===== src/rtl/fifo_ram.sv =====
// Simple dual-port RAM: one write port, one synchronous registered read port.
// The read register resets to zero and holds its value when no read is issued.
module fifo_ram #(
  parameter int W  = 16,
  parameter int AW = 4
) (
  input  logic          i_clock,
  input  logic          i_reset,
  input  logic          i_wr_en,
  input  logic [AW-1:0] i_wr_addr,
  input  logic [W-1:0]  i_wr_data,
  input  logic          i_rd_en,
  input  logic [AW-1:0] i_rd_addr,
  output logic [W-1:0]  o_rd_data
);

  localparam int DEPTH = 1 << AW;

  logic [W-1:0] r_mem [DEPTH];
  logic [W-1:0] r_rd_data;

  // Storage has no reset so the array maps onto block or distributed RAM.
  always_ff @(posedge i_clock) begin
    if (i_wr_en) begin
      r_mem[i_wr_addr] <= i_wr_data;
    end
  end

  always_ff @(posedge i_clock) begin
    if (i_reset) begin
      r_rd_data <= '0;
    end else if (i_rd_en) begin
      r_rd_data <= r_mem[i_rd_addr];
    end
  end

  assign o_rd_data = r_rd_data;

endmodule


===== src/rtl/fifo_sync.sv =====
// Single-clock FIFO with put/full write side, get/empty read side and registered data.
// Level is its own counter; full/empty decode only the registered level.
module fifo_sync #(
  parameter int W  = 16,
  parameter int AW = 4
) (
  input  logic          clock,
  input  logic          reset,
  input  logic          clear,
  input  logic [W-1:0]  in,
  input  logic          put,
  output logic          full,
  output logic [W-1:0]  out,
  input  logic          get,
  output logic          empty,
  output logic [AW:0]   level,
  output logic          overrun,
  output logic          underrun
);

  localparam int          DEPTH     = 1 << AW;
  localparam logic [AW:0] LVL_FULL  = DEPTH[AW:0];
  localparam logic [AW:0] LVL_ONE   = {{AW{1'b0}}, 1'b1};
  localparam logic [AW-1:0] PTR_ONE = {{(AW-1){1'b0}}, 1'b1};

  logic [AW-1:0] r_wp;
  logic [AW-1:0] r_rp;
  logic [AW:0]   r_level;
  logic          r_overrun;
  logic          r_underrun;

  logic w_full;
  logic w_empty;
  logic w_wr;
  logic w_rd;

  assign w_full  = (r_level == LVL_FULL);
  assign w_empty = (r_level == '0);

  // clear discards any put/get presented with it.
  assign w_wr = put & ~w_full  & ~clear;
  assign w_rd = get & ~w_empty & ~clear;

  always_ff @(posedge clock) begin
    if (reset || clear) begin
      r_wp       <= '0;
      r_rp       <= '0;
      r_level    <= '0;
      r_overrun  <= 1'b0;
      r_underrun <= 1'b0;
    end else begin
      if (w_wr) begin
        r_wp <= r_wp + PTR_ONE;
      end
      if (w_rd) begin
        r_rp <= r_rp + PTR_ONE;
      end
      case ({w_wr, w_rd})
        2'b10:   r_level <= r_level + LVL_ONE;
        2'b01:   r_level <= r_level - LVL_ONE;
        default: r_level <= r_level;
      endcase
      if (put && w_full) begin
        r_overrun <= 1'b1;
      end
      if (get && w_empty) begin
        r_underrun <= 1'b1;
      end
    end
  end

  fifo_ram #(
    .W  (W),
    .AW (AW)
  ) u_ram (
    .i_clock   (clock),
    .i_reset   (reset),
    .i_wr_en   (w_wr),
    .i_wr_addr (r_wp),
    .i_wr_data (in),
    .i_rd_en   (w_rd),
    .i_rd_addr (r_rp),
    .o_rd_data (out)
  );

  assign full     = w_full;
  assign empty    = w_empty;
  assign level    = r_level;
  assign overrun  = r_overrun;
  assign underrun = r_underrun;

endmodule


===== config.mk =====
export PLATFORM = sky130hd
export DESIGN_NAME = fifo_sync
export DESIGN_NICKNAME = d
export VERILOG_FILES = /design/src/rtl/fifo_ram.sv /design/src/rtl/fifo_sync.sv
export SDC_FILE = /design/constraint.sdc
export NUM_CORES = 1
export LEC_CHECK = 0
export CORE_ASPECT_RATIO = 1.1
export CORE_MARGIN = 5
export CORE_UTILIZATION = 55
export CTS_CLUSTER_DIAMETER = 150
export DETAILED_ROUTE_END_ITERATION = 8
export PLACE_DENSITY = 0.76
export SLEW_MARGIN = 20
export SYNTH_ARGS = -nofsm -noshare
export SYNTH_HDL_FRONTEND = slang
export SYNTH_HIERARCHICAL = 1
export SYNTH_SLANG_ARGS = --single-unit

===== constraint.sdc =====
create_clock -name clock -period 3.6 [get_ports clock]
set_input_delay 0.72 -clock clock [delete_from_list [all_inputs] [get_ports clock]]
set_output_delay 0.72 -clock clock [all_outputs]
set_load 0.03 [all_outputs]

* After elaboration in Yosys (flattened, before gate mapping) *
Memory sizes are Yosys's and may differ from the RTL's. A register that Yosys moved wholly into a read port is not among the register bits.
Cells that the tools add are included.

cells by class
  add/sub/neg operators = 4
  $mul = 0
  div/mod/pow operators = 0
  $lt $le $gt $ge = 0
  equal/unequal tests = 3
  shift-type cells = 0
  mux-type cells = 3
  bitwise gates (word level) = 7
  reduce and logical (&&, ||, !) cells = 5

operators with widths
  kind                   number
  $pmux W5 S2            1
  $add A4 B1 Y4 const B  2
  $add A5 B1 Y5 const B  1
  $eq A5 B5 Y1 const B   1
  $logic_not A5 Y1       1
  $sub A5 B1 Y5 const B  1
  $and A1 B1 Y1          4
  $not A1 Y1             3
  $eq A2 B1 Y1 const B   1
  $eq A2 B2 Y1 const B   1
  $logic_and A1 B1 Y1    2
  $mux W1                2
  $reduce_bool A2 Y1     1
  $logic_or A1 B1 Y1     1

word-level totals
  register bits after elaboration = 15
  latch bits = 0
  RAM bits = 256
  ROM bits = 0
  input bits = 21
  output and inout port bits = 25
  word-level logic and storage cells = 28
  memories = 1

memory list
  name         depth  bits a word  rd ports  clocked after memory_dff  wr ports  RTL line        text
  u_ram.r_mem  16     16           1         1                         1         fifo_ram.sv:19  logic [W-1:0] r_mem [DEPTH];

* Depth between registers and ports, before layout *
Gate-level depths: netlist of the first run.

  depth after elaboration = 6
  gate-level depth with buffers = 10
  mapped depth without buffers = 9

* Hierarchy *
The synthesis of the first run kept the hierarchy.

by module, submodules not included
  module     instances  cells each  area an instance (um^2)  seq. area each (um^2)
  fifo_ram   1          606         10545.1                  8007.7
  fifo_sync  1          85          784.5                    300.3

* Least setup slack after synthesis of the first run *
Ideal clock, no wire load.

  path kind = reg2reg
  from = register r_level[0], in the netlist level[0]
  to = memory u_ram.r_mem[0][0] (enable)
  library setup time = 0.409 ns
  arrival time = 2.830 ns
  data required time = 3.191 ns
  setup slack = 0.360 ns
  cell stages (with the launch flop) = 8
  buffers on the path = 1
  clock period less this slack = 3.240 ns
  path through = dfxtp_1 -> or4_4 -> buf_6 -> o21a_2 -> nand2b_1 -> inv_1 -> or3b_2 -> nor3_1

between the ends
  cells in the longest elaborated chain, start to end = 6

ends and longest elaborated chain
  element                        RTL line         text
  from (decl)                    fifo_sync.sv:28  logic [AW:0] r_level;
  from (signal assigned)         fifo_sync.sv:59  2'b10: r_level <= r_level + LVL_ONE;
  from (signal assigned)         fifo_sync.sv:60  2'b01: r_level <= r_level - LVL_ONE;
  from (signal assigned)         fifo_sync.sv:61  default: r_level <= r_level;
  $eq A5 B5 Y1                   fifo_sync.sv:37  assign w_full = (r_level == LVL_FULL);
  $not A1 Y1                     fifo_sync.sv:41  assign w_wr = put & ~w_full & ~clear;
  $and A1 B1 Y1 (2 in series)    fifo_sync.sv:41
  via w_wr                       fifo_sync.sv:34  logic w_wr;
  $mux W1                        fifo_ram.sv:24   if (i_wr_en) begin
  $mux W1 (implied by the code)  fifo_ram.sv:25   r_mem[i_wr_addr] <= i_wr_data;
  to (decl)                      fifo_ram.sv:19

The timed path passes the listed nets, and every way through them passes these cells.

* Final worst setup path of the first run *
  from = register r_level[0], in the netlist level[0]
  to = output port full

between the ends
  cells in the longest elaborated chain, start to end = 1

ends and longest elaborated chain
  element       RTL line         text
  $eq A5 B5 Y1  fifo_sync.sv:37
  to (decl)     fifo_sync.sv:12  output logic full,

Every way passes these cells.

==> run metrics, run 1 <==
max-slew violations=0; Die Width=146.8 µm; total wire length=24.34 mm; Hold Crit Class=reg -> reg; area occupied by registers=0.008312 mm²; RSZ-0062 raised after global routing=false; mapped cell area=0.01133 mm²; crit-path cells=or4_4, nor2_1, clkdlybuf4s50_1; Critical R2R Capture=level[4]$_SDFFE_PP0P_; ant diodes=0; Final WS setup=496.7 ps; hold wc startpoint=u_ram/o_rd_data[11]$_SDFFE_PP0P_; reg2reg setup slack=880 ps; Setup Skew=13.76 ps; pre-CTS setup slack=626.2 ps; via count=6281; # rows=55; hold buffer count at CTS=0; leakage power=0.004112 µW; Finished Layout Cells=1042; sequential-to-total area share from yosys stat=73.33%; CTS Root Cell=clkbuf_16; Die Ht=160.5 µm; Tcrit/Tclk final=86.20%; # DRC=0; worst setup path start=level[0]$_SDFFE_PP0P_; MaxCap Viol Count=0; later-pin clock latency in the skew report=530 ps; CP startpoint kind=flop; P&R area growth vs syn=14.62%; share of layout cells above drive strength 1=12.34%; Worst Path Required=2880 ps; net count after synthesis=719; slew margin rel.=26.00%; commonest non-fill, non-tap cells in the layout=256 x edfxtp_1, 130 x mux2i_1, 54 x nand3_1; total power=6529 µW; Worst Hold Path EP=u_ram/o_rd_data[11]$_SDFFE_PP0P_; Iteration-0 DRC Markers=575; element type at the critical path end=primary output; post-cts sizing count=0; leading cell type in the layout, fill and taps excluded=edfxtp_1; crit path DAT=2380 ps; DR pass1 iterations=5; Nets=793; synth unique cells=38; first-pass GRT wire length=36.91 mm; CP max-delay cell=clkdlybuf4s50_1; average cell area after synthesis=16.40 µm²; starting density of the core=55.43%; routed vias/inst=6.028; initial antenna violation count=0; CP max FO=7; total gr overflow=0; pin count of the biggest net entering global routing=37; Crit Path Category=reg -> out; wire length per cell=23.36 µm; DIE AREA=0.02357 mm²; reg2reg path depth=9; register bit total from synthesis=287; number of synthesis warnings=6; Worst-Margin Slew=1110 ps; CP Buf/Inv Count=1; count of input and output buffers=45; final setup fails=0; Worst R2R Start=level[0]$_SDFFE_PP0P_; post-DP HPWL=14.67 mm; Peak VDD IR=478.2 µV; number of global-route vias before repair=6475; Reg clk slew, reported paths=60 ps; antenna-violating nets left=0; CTS max path bufs=3; CP peak stage delay=700 ps; Num CTS Buffers=27; CTS tree=built; Post-CTS Setup Bufs=0; status=complete, no violations; final core utilization=63.54%; boundary pin count=46; Layout fillers=1397; Core Area=0.02044 mm²; Final Hold Fails=0; Final min period=3103 ps; htree depth=1; GRT Total Usage=20.27%; Worst Hold Depth=2; # placed instances=992; gpl congestion=0.8456; final setup TNS=0 ps; Worst path top cell family by delay=simple AND/OR/NAND/NOR gates; fmax=0.3222 GHz; pwr dens=502.8 mW/mm²; Multi-input gate area=0.002745 mm²; Mapped Cells=691; clock sink count=287
## per-layer routing
layer / vias to the layer above / share of wire [%] / track usage, %
met5: - / 0 / 0
met3: 61 / 6.5 / 2.935
met2: 279 / 48 / 33.72
met4: 0 / 3.4 / 7.528
li1: 2835 / - / -
met1: 3106 / 42 / 27.40
## power by group
| part | total [µW] | switching (µW) | internal, µW |
|---|---|---|---|
| Clock | 2730 | 1140 | 1590 |
| Sequential | 3650 | 9.99 | 3640 |
| Combinational | 145 | 97.5 | 47.3 |
| Total | 6530 | 1250 | 5280 |
## cell usage after synthesis
| cell | number | area share [%] |
|---|---|---|
| o21a_2 | 1 | 0.077 |
| a21oi_1 | 22 | 0.97 |
| or4_1 | 3 | 0.20 |
| buf_6 | 5 | 0.50 |
| dfxtp_1 | 31 | 5.5 |
| o21ai_4 | 1 | 0.14 |
| o31ai_1 | 1 | 0.066 |
| ha_1 | 6 | 0.66 |
| clkbuf_1 | 10 | 0.33 |
| a211oi_1 | 1 | 0.066 |
| nor3b_4 | 1 | 0.17 |
| buf_12 | 5 | 0.88 |
| nor2b_1 | 2 | 0.11 |
| nor3_1 | 4 | 0.18 |
| o21ai_2 | 1 | 0.077 |
| mux2i_1 | 130 | 11 |
| nand3b_1 | 3 | 0.20 |
| buf_4 | 1 | 0.066 |
| inv_1 | 2 | 0.066 |
| xor2_1 | 4 | 0.31 |
| o211ai_1 | 5 | 0.33 |
| edfxtp_1 | 256 | 68 |
| or4_4 | 1 | 0.099 |
| and2_1 | 1 | 0.055 |
| nor2_1 | 29 | 0.96 |
| a21o_2 | 1 | 0.077 |
| fa_1 | 1 | 0.18 |
| nand3_1 | 54 | 2.4 |
| a22oi_1 | 48 | 3.2 |
| nand4b_1 | 1 | 0.077 |
| buf_8 | 4 | 0.53 |
| nand2_1 | 38 | 1.3 |
| or2_2 | 1 | 0.055 |
| or3b_2 | 1 | 0.077 |
| xnor2_1 | 2 | 0.15 |
| nand2b_1 | 3 | 0.17 |
| buf_2 | 10 | 0.44 |
| and4b_1 | 1 | 0.088 |
## cell families (layout without fill, tap and decap cells)
logic type / after synthesis / in the layout / synth area share (%)
mux: 130 / 130 / 11.49
simple gates: 143 / 143 / 6.074
xor+xnor: 6 / 6 / 0.4638
compound gates: 81 / 81 / 4.992
buf+inv: 37 / 132 / 2.816
fa+ha+maj: 7 / 7 / 0.8393
flops: 287 / 287 / 73.33
## final cells by class
cell class / count / share of cell area (%)
clock buffer: 39 / 5.781
clock inverter: 11 / 0.8671
inverter: 2 / 0.05781
multi-input combinational: 367 / 21.14
sequential: 287 / 64.00
tap: 256 / 2.467
timing repair buffer: 80 / 5.685
## per-stage QoR
| stage | hold WS [ps] | cell area, µm² |
|---|---|---|
| 2_1_floorplan | 485.4 | 11330 |
| 4_1_cts | 461.1 | 12990 |
| 3_3_place_gp | 440.0 | 12120 |
| 6_report | 460.3 | 12990 |
| 5_1_grt | 508.6 | 12990 |
| 3_5_place_dp | 444.0 | 12120 |
## registers in the layout, indices dropped and copies added, names as in the netlist
signal           cells
r_wp                 4
level                5
u_ram/o_rd_data     16
underrun             1
overrun              1
u_ram/r_mem        256
r_rp                 4
## worst max-delay path by stage
stage | endpoint | cells after the start
finish | full | 3
global route | full | 3
floorplan | u_ram/r_mem[0][0]$_DFFE_PP_ | 7
CTS | full | 3
detailed placement | level[4]$_SDFFE_PP0P_ | 9
global placement | level[4]$_SDFFE_PP0P_ | 9
## worst register-to-register path: cells and delay by family (launching register included)
family | cells | cell delay [ps]
simple gates | 3 | 980
fa+ha+maj | 2 | 650
compound gates | 4 | 630
flops | 1 | 380
Power figures use the tool's default switching activity.
==> run 2, diff against run 1 <==
--- a/config.mk
+++ b/config.mk
@@ -6,7 +6,6 @@
 export NUM_CORES = 1
 export LEC_CHECK = 0
 export CORE_ASPECT_RATIO = 1.1
-export CORE_MARGIN = 5
 export CORE_UTILIZATION = 55
 export CTS_CLUSTER_DIAMETER = 150
 export DETAILED_ROUTE_END_ITERATION = 8
==> run 2 against run 1 <==
Against the previous run: global-route usage grew 3.4 points; maximum frequency is essentially flat; wire length rose by 2.6%; first-iteration DRC count rose by 20%; sequential power about the same; clock power increased by 5%; register-to-register slack improved by 50 ps; count of clock-buffer cells in the layout shrank 1; the flow now finishes with violations (design-rule violations); non-clock buffer count fell by 5; combinational power is 3% higher; final area up 0.54%; utilization increased by 1.7 points.
==> run metrics, run 2 (synthesis results as in run 1) <==
later-pin clock latency in the skew report=530 ps; share of layout cells above drive strength 1=12.64%; Post-CTS Setup Bufs=0; Tcrit/Tclk final=86.18%; pwr dens=510.4 mW/mm²; GRT Total Usage=23.65%; crit path DAT=2380 ps; gpl congestion=0.8168; Multi-input gate area=0.002755 mm²; RSZ-0062 raised after global routing=false; # rows=54; total gr overflow=0; total wire length=24.96 mm; failing checks=design-rule violations; CP max-delay cell=clkdlybuf4s50_1; element type at the critical path end=primary output; final core utilization=65.28%; post-route cell area=0.01306 mm²; Layout fillers=1358; clock sink count=287; CP startpoint kind=flop; htree depth=1; max reg flops=256; CP max FO=7; Die Width=138.8 µm; clock share of power=43.0%; final setup TNS=0 ps; crit-path cells=or4_4, nor2_1, clkdlybuf4s50_1; Num CTS Buffers=28; Seq pwr share=54.8%; MaxCap Viol Count=0; DR pass1 iterations=7; wire length per cell=24.12 µm; CP Buf/Inv Count=1; ant diodes=0; CP peak stage delay=700 ps; Placed Instance Area=0.01213 mm²; fmax=0.3223 GHz; reg2reg setup slack=930 ps; boundary pin count=46; Final Hold Fails=0; Setup Skew=9.754 ps; leading cell type in the layout, fill and taps excluded=edfxtp_1; post-cts sizing count=0; CTS max path bufs=3; antenna-violating nets left=0; Reg clk slew, reported paths=60 ps; Nets=789; Worst path top cell family by delay=simple AND/OR/NAND/NOR gates; area occupied by registers=0.008312 mm²; Iteration-0 DRC Markers=688; Die Ht=152.5 µm; routed vias/inst=6.162; Final min period=3102 ps; Reg with most FFs=u_ram/r_mem; CTS tree=built; starting density of the core=56.65%; max-slew violations=0; Net Sw Power=1297 µW; via count=6378; count of input and output buffers=45; commonest non-fill, non-tap cells in the layout=256 x edfxtp_1, 130 x mux2i_1, 54 x nand3_1; initial antenna violation count=1; Core Area=0.02000 mm²; Hold Crit Class=reg -> reg; Cell Int Power=5366 µW; CTS Root Cell=clkbuf_16; first-pass GRT wire length=37.39 mm; combinational cell fraction of total power=2.2%; P&R area growth vs syn=15.24%; number of global-route vias before repair=6469; Worst Path Required=2880 ps; slew margin rel.=22.92%; post-DP HPWL=14.64 mm; leakage power=0.004124 µW; # DRC=2; pin count of the biggest net entering global routing=56; DIE AREA=0.02118 mm²; status=complete, but fails checks; Worst-Margin Slew=1155 ps; Crit Path Category=reg -> out; Peak VDD IR=366.3 µV; final setup fails=0; hold buffer count at CTS=0; Net Sw Frac=19.47%
## run 2: layer usage
metal	up-vias	GRT usage, %	part of all wire [%]
met3	57	3.677	7.5
met5	-	0	0.076
li1	2823	-	-
met2	320	40.84	51
met1	3176	30.72	39
met4	2	7.884	2.5
## run 2: per-stage QoR
stage               hold WS (ps)  total power, µW  std cells  worst slack (ps)
finish                     458.1             6664       1035             497.5
global route               494.5             6820       1035             443.7
CTS                        463.6             6691       1035             483.3
detailed placement         448.9             3868        983             570.1
global placement           437.6             3861        983             609.4
floorplan                  485.4             3771        691             360.4
## run 2: worst paths after layout
kind | from | to | cells after the start
worst max-delay path | level[0]$_SDFFE_PP0P_ | empty | 3
worst min-delay path | u_ram/o_rd_data[11]$_SDFFE_PP0P_ | u_ram/o_rd_data[11]$_SDFFE_PP0P_ | 2
worst max register to register | level[0]$_SDFFE_PP0P_ | level[3]$_SDFFE_PP0P_ | 9
worst min register to register | u_ram/o_rd_data[11]$_SDFFE_PP0P_ | u_ram/o_rd_data[11]$_SDFFE_PP0P_ | 2
## run 2: area by class of cell
type | count | area share (%)
clock buffers | 38 | 6.354
inverters | 2 | 0.05750
well taps | 252 | 2.415
multi-input cells | 367 | 21.10
flip-flops and latches | 287 | 63.66
repair buffers | 75 | 5.654
clock inverters | 14 | 0.7571
## run 2: power by group through the flow
| stage | Combinational, µW | Sequential, µW | Clock [µW] |
|---|---|---|---|
| after global placement | 142 | 3720 | 0 |
| final | 149 | 3650 | 2870 |
| after CTS | 149 | 3650 | 2890 |
| after floorplan | 46.4 | 3720 | 0 |
| after global routing | 159 | 3650 | 3010 |
| after detailed placement | 148 | 3720 | 0 |
## run 2: worst register-to-register path: stages (launching register included)
cell and delay [ps]:
dfxtp_1 370, or4_4 600, o21ai_4 210, nor2_1 110, ha_1 290, ha_1 320, a21o_2 120, a21oi_1 80
or4_1 430, nand3_1 80
==> run 3, diff against run 2 <==
--- a/config.mk
+++ b/config.mk
@@ -5,12 +5,14 @@
 export SDC_FILE = /design/constraint.sdc
 export NUM_CORES = 1
 export LEC_CHECK = 0
+export CELL_PAD_IN_SITES_DETAIL_PLACEMENT = 0
+export CELL_PAD_IN_SITES_GLOBAL_PLACEMENT = 1
 export CORE_ASPECT_RATIO = 1.1
-export CORE_UTILIZATION = 55
+export CORE_UTILIZATION = 52
 export CTS_CLUSTER_DIAMETER = 150
 export DETAILED_ROUTE_END_ITERATION = 8
-export PLACE_DENSITY = 0.76
-export SLEW_MARGIN = 20
+export GPL_ROUTABILITY_DRIVEN = 0
+export PLACE_DENSITY = 0.82
 export SYNTH_ARGS = -nofsm -noshare
 export SYNTH_HDL_FRONTEND = slang
 export SYNTH_HIERARCHICAL = 1
==> run 3 against run 2 <==
Against the previous run: largest power group unchanged; count of clock-buffer cells in the layout down 5; clock power up 1%; sequential cell count unchanged; the flow now finishes without violations; largest cell class unchanged; first-iteration DRC count down 33%; combinational power about the same; critical path depth unchanged; register-to-register slack worse by 100 ps; utilization down 3.9 points; sequential power about the same; highest routed layer is now met4.
==> run metrics, run 3 (synthesis results as in run 1) <==
CTS Root Cell=clkbuf_16; first-pass GRT wire length=36.20 mm; Die Width=142.7 µm; commonest non-fill, non-tap cells in the layout=256 x edfxtp_1, 130 x mux2i_1, 54 x nand3_1; Final min period=3091 ps; CTS tree=built; total wire length=23.55 mm; initial antenna violation count=0; CP Depth=3; slew margin rel.=19.74%; Nets=795; later-pin clock latency in the skew report=530 ps; Critical R2R Capture=level[4]$_SDFFE_PP0P_; share of layout cells above drive strength 1=13.43%; Post-CTS Setup Bufs=0; crit path DAT=2370 ps; ant diodes=0; crit-path cells=or4_4, nor2_1, clkdlybuf4s50_1; antenna-violating nets left=0; Hold Crit Class=reg -> reg; Worst Path Required=2880 ps; MaxCap Viol Count=0; post-DP HPWL=14.65 mm; total power=6707 µW; # rows=56; Worst Hold Depth=2; status=complete, no violations; Peak VDD IR=321.6 µV; RSZ-0062 raised after global routing=false; Num CTS Buffers=28; Core Area=0.02137 mm²; Final Hold Fails=0; total gr overflow=0; final setup fails=0; # DRC=0; Reg with most FFs=u_ram/r_mem; leakage power=0.004154 µW; Setup Skew=7.471 ps; Worst R2R Start=level[0]$_SDFFE_PP0P_; count of input and output buffers=45; pin count of the biggest net entering global routing=45; P&R area growth vs syn=15.81%; Die Ht=156.8 µm; starting density of the core=53.02%; Iteration-0 DRC Markers=458; htree depth=1; CP max-delay cell=clkdlybuf4s50_1; reg2reg path depth=9; DIE AREA=0.02238 mm²; GRT Total Usage=21.78%; final setup TNS=0 ps; post-cts sizing count=0; Worst path top cell family by delay=simple AND/OR/NAND/NOR gates; Reg clk slew, reported paths=60 ps; reg2reg setup slack=830 ps; clock sink count=287; element type at the critical path end=primary output; pwr dens=511.2 mW/mm²; hold wc startpoint=u_ram/o_rd_data[11]$_SDFFE_PP0P_; Crit Path Category=reg -> out; Tcrit/Tclk final=85.87%; hold buffer count at CTS=0; wire length per cell=21.83 µm; routed vias/inst=5.828; DR pass1 iterations=5; CP max FO=7; hold_ws=464.2 ps; max reg flops=256; number of global-route vias before repair=6545; leading cell type in the layout, fill and taps excluded=edfxtp_1; CP peak stage delay=700 ps; via count=6288; CP startpoint kind=flop; Worst Hold Path EP=u_ram/o_rd_data[11]$_SDFFE_PP0P_; max-slew violations=0; Worst-Margin Slew=1204 ps; CTS max path bufs=3; fmax=0.3235 GHz; CP Buf/Inv Count=1; boundary pin count=46
==> run 3: cell count changes in the layout (fill, tap and decap cells not counted) <==
cell	change
inv_6	-1
clkinv_4	-1
nor2_1	-2
buf_12	-3
clkinv_1	-1
clkinv_2	+5
nor2_2	+2
buf_4	+9
bufinv_16	+3
clkbuf_8	-7
clkbuf_1	+2
==> run 3: power by group <==
part	switching [µW]	internal, µW	total (µW)
Sequential	9.35	3640	3650
Combinational	99.1	47.2	146
Clock	1160	1750	2910
==> run 3: how the worst max path moves through the flow <==
stage | slack, ps | endpoint | start
finish | 510 | empty | level[0]$_SDFFE_PP0P_
global route | 410 | full | level[0]$_SDFFE_PP0P_
CTS | 480 | empty | level[0]$_SDFFE_PP0P_
detailed placement | 590 | u_ram/r_mem[0][5]$_DFFE_PP_ | put
global placement | 690 | u_ram/r_mem[0][5]$_DFFE_PP_ | put
floorplan | 360 | u_ram/r_mem[0][0]$_DFFE_PP_ | level[0]$_SDFFE_PP0P_
==> run 3: cell type report <==
class,instances,area [µm²]
Sequential cell,287,8312
Multi-Input combinational cell,367,2760
Clock buffer,33,740.7
Tap cell,290,362.8
Inverter,2,7.507
Timing Repair Buffer,81,745.7
Clock inverter,19,192.7
Fill cell,1532,8249
==> run 3: worst register-to-register path: cells and delay by family, from the launching register on <==
| family | cells | cell delay (ps) |
|---|---|---|
| adder cells (fa/ha/maj) | 2 | 660 |
| AO/OA/AOI/OAI | 5 | 920 |
| flip-flops | 1 | 370 |
| AND/OR/NAND/NOR | 2 | 720 |
==> run 3: per-stage QoR <==
| stage | utilization [%] | instances | area [µm²] | setup WS [ps] |
|---|---|---|---|---|
| after detailed placement | 57.03 | 1027 | 12190 | 585.9 |
| after global placement | 57.03 | 1027 | 12190 | 690.0 |
| final | 61.40 | 1079 | 13120 | 508.6 |
| after floorplan | - | 691 | 11330 | 360.4 |
| after global routing | 61.40 | 1079 | 13120 | 411.3 |
| after CTS | 61.40 | 1079 | 13120 | 478.1 |
==> run 3: metal layers <==
layer  vias up  GRT usage [%]  routed length (µm)
met1      3171          28.15                9884
met4         0          7.937                 675
met5         -              0                   0
met3        53          3.244                1303
li1       2846              -                   -
met2       218          37.35               11690
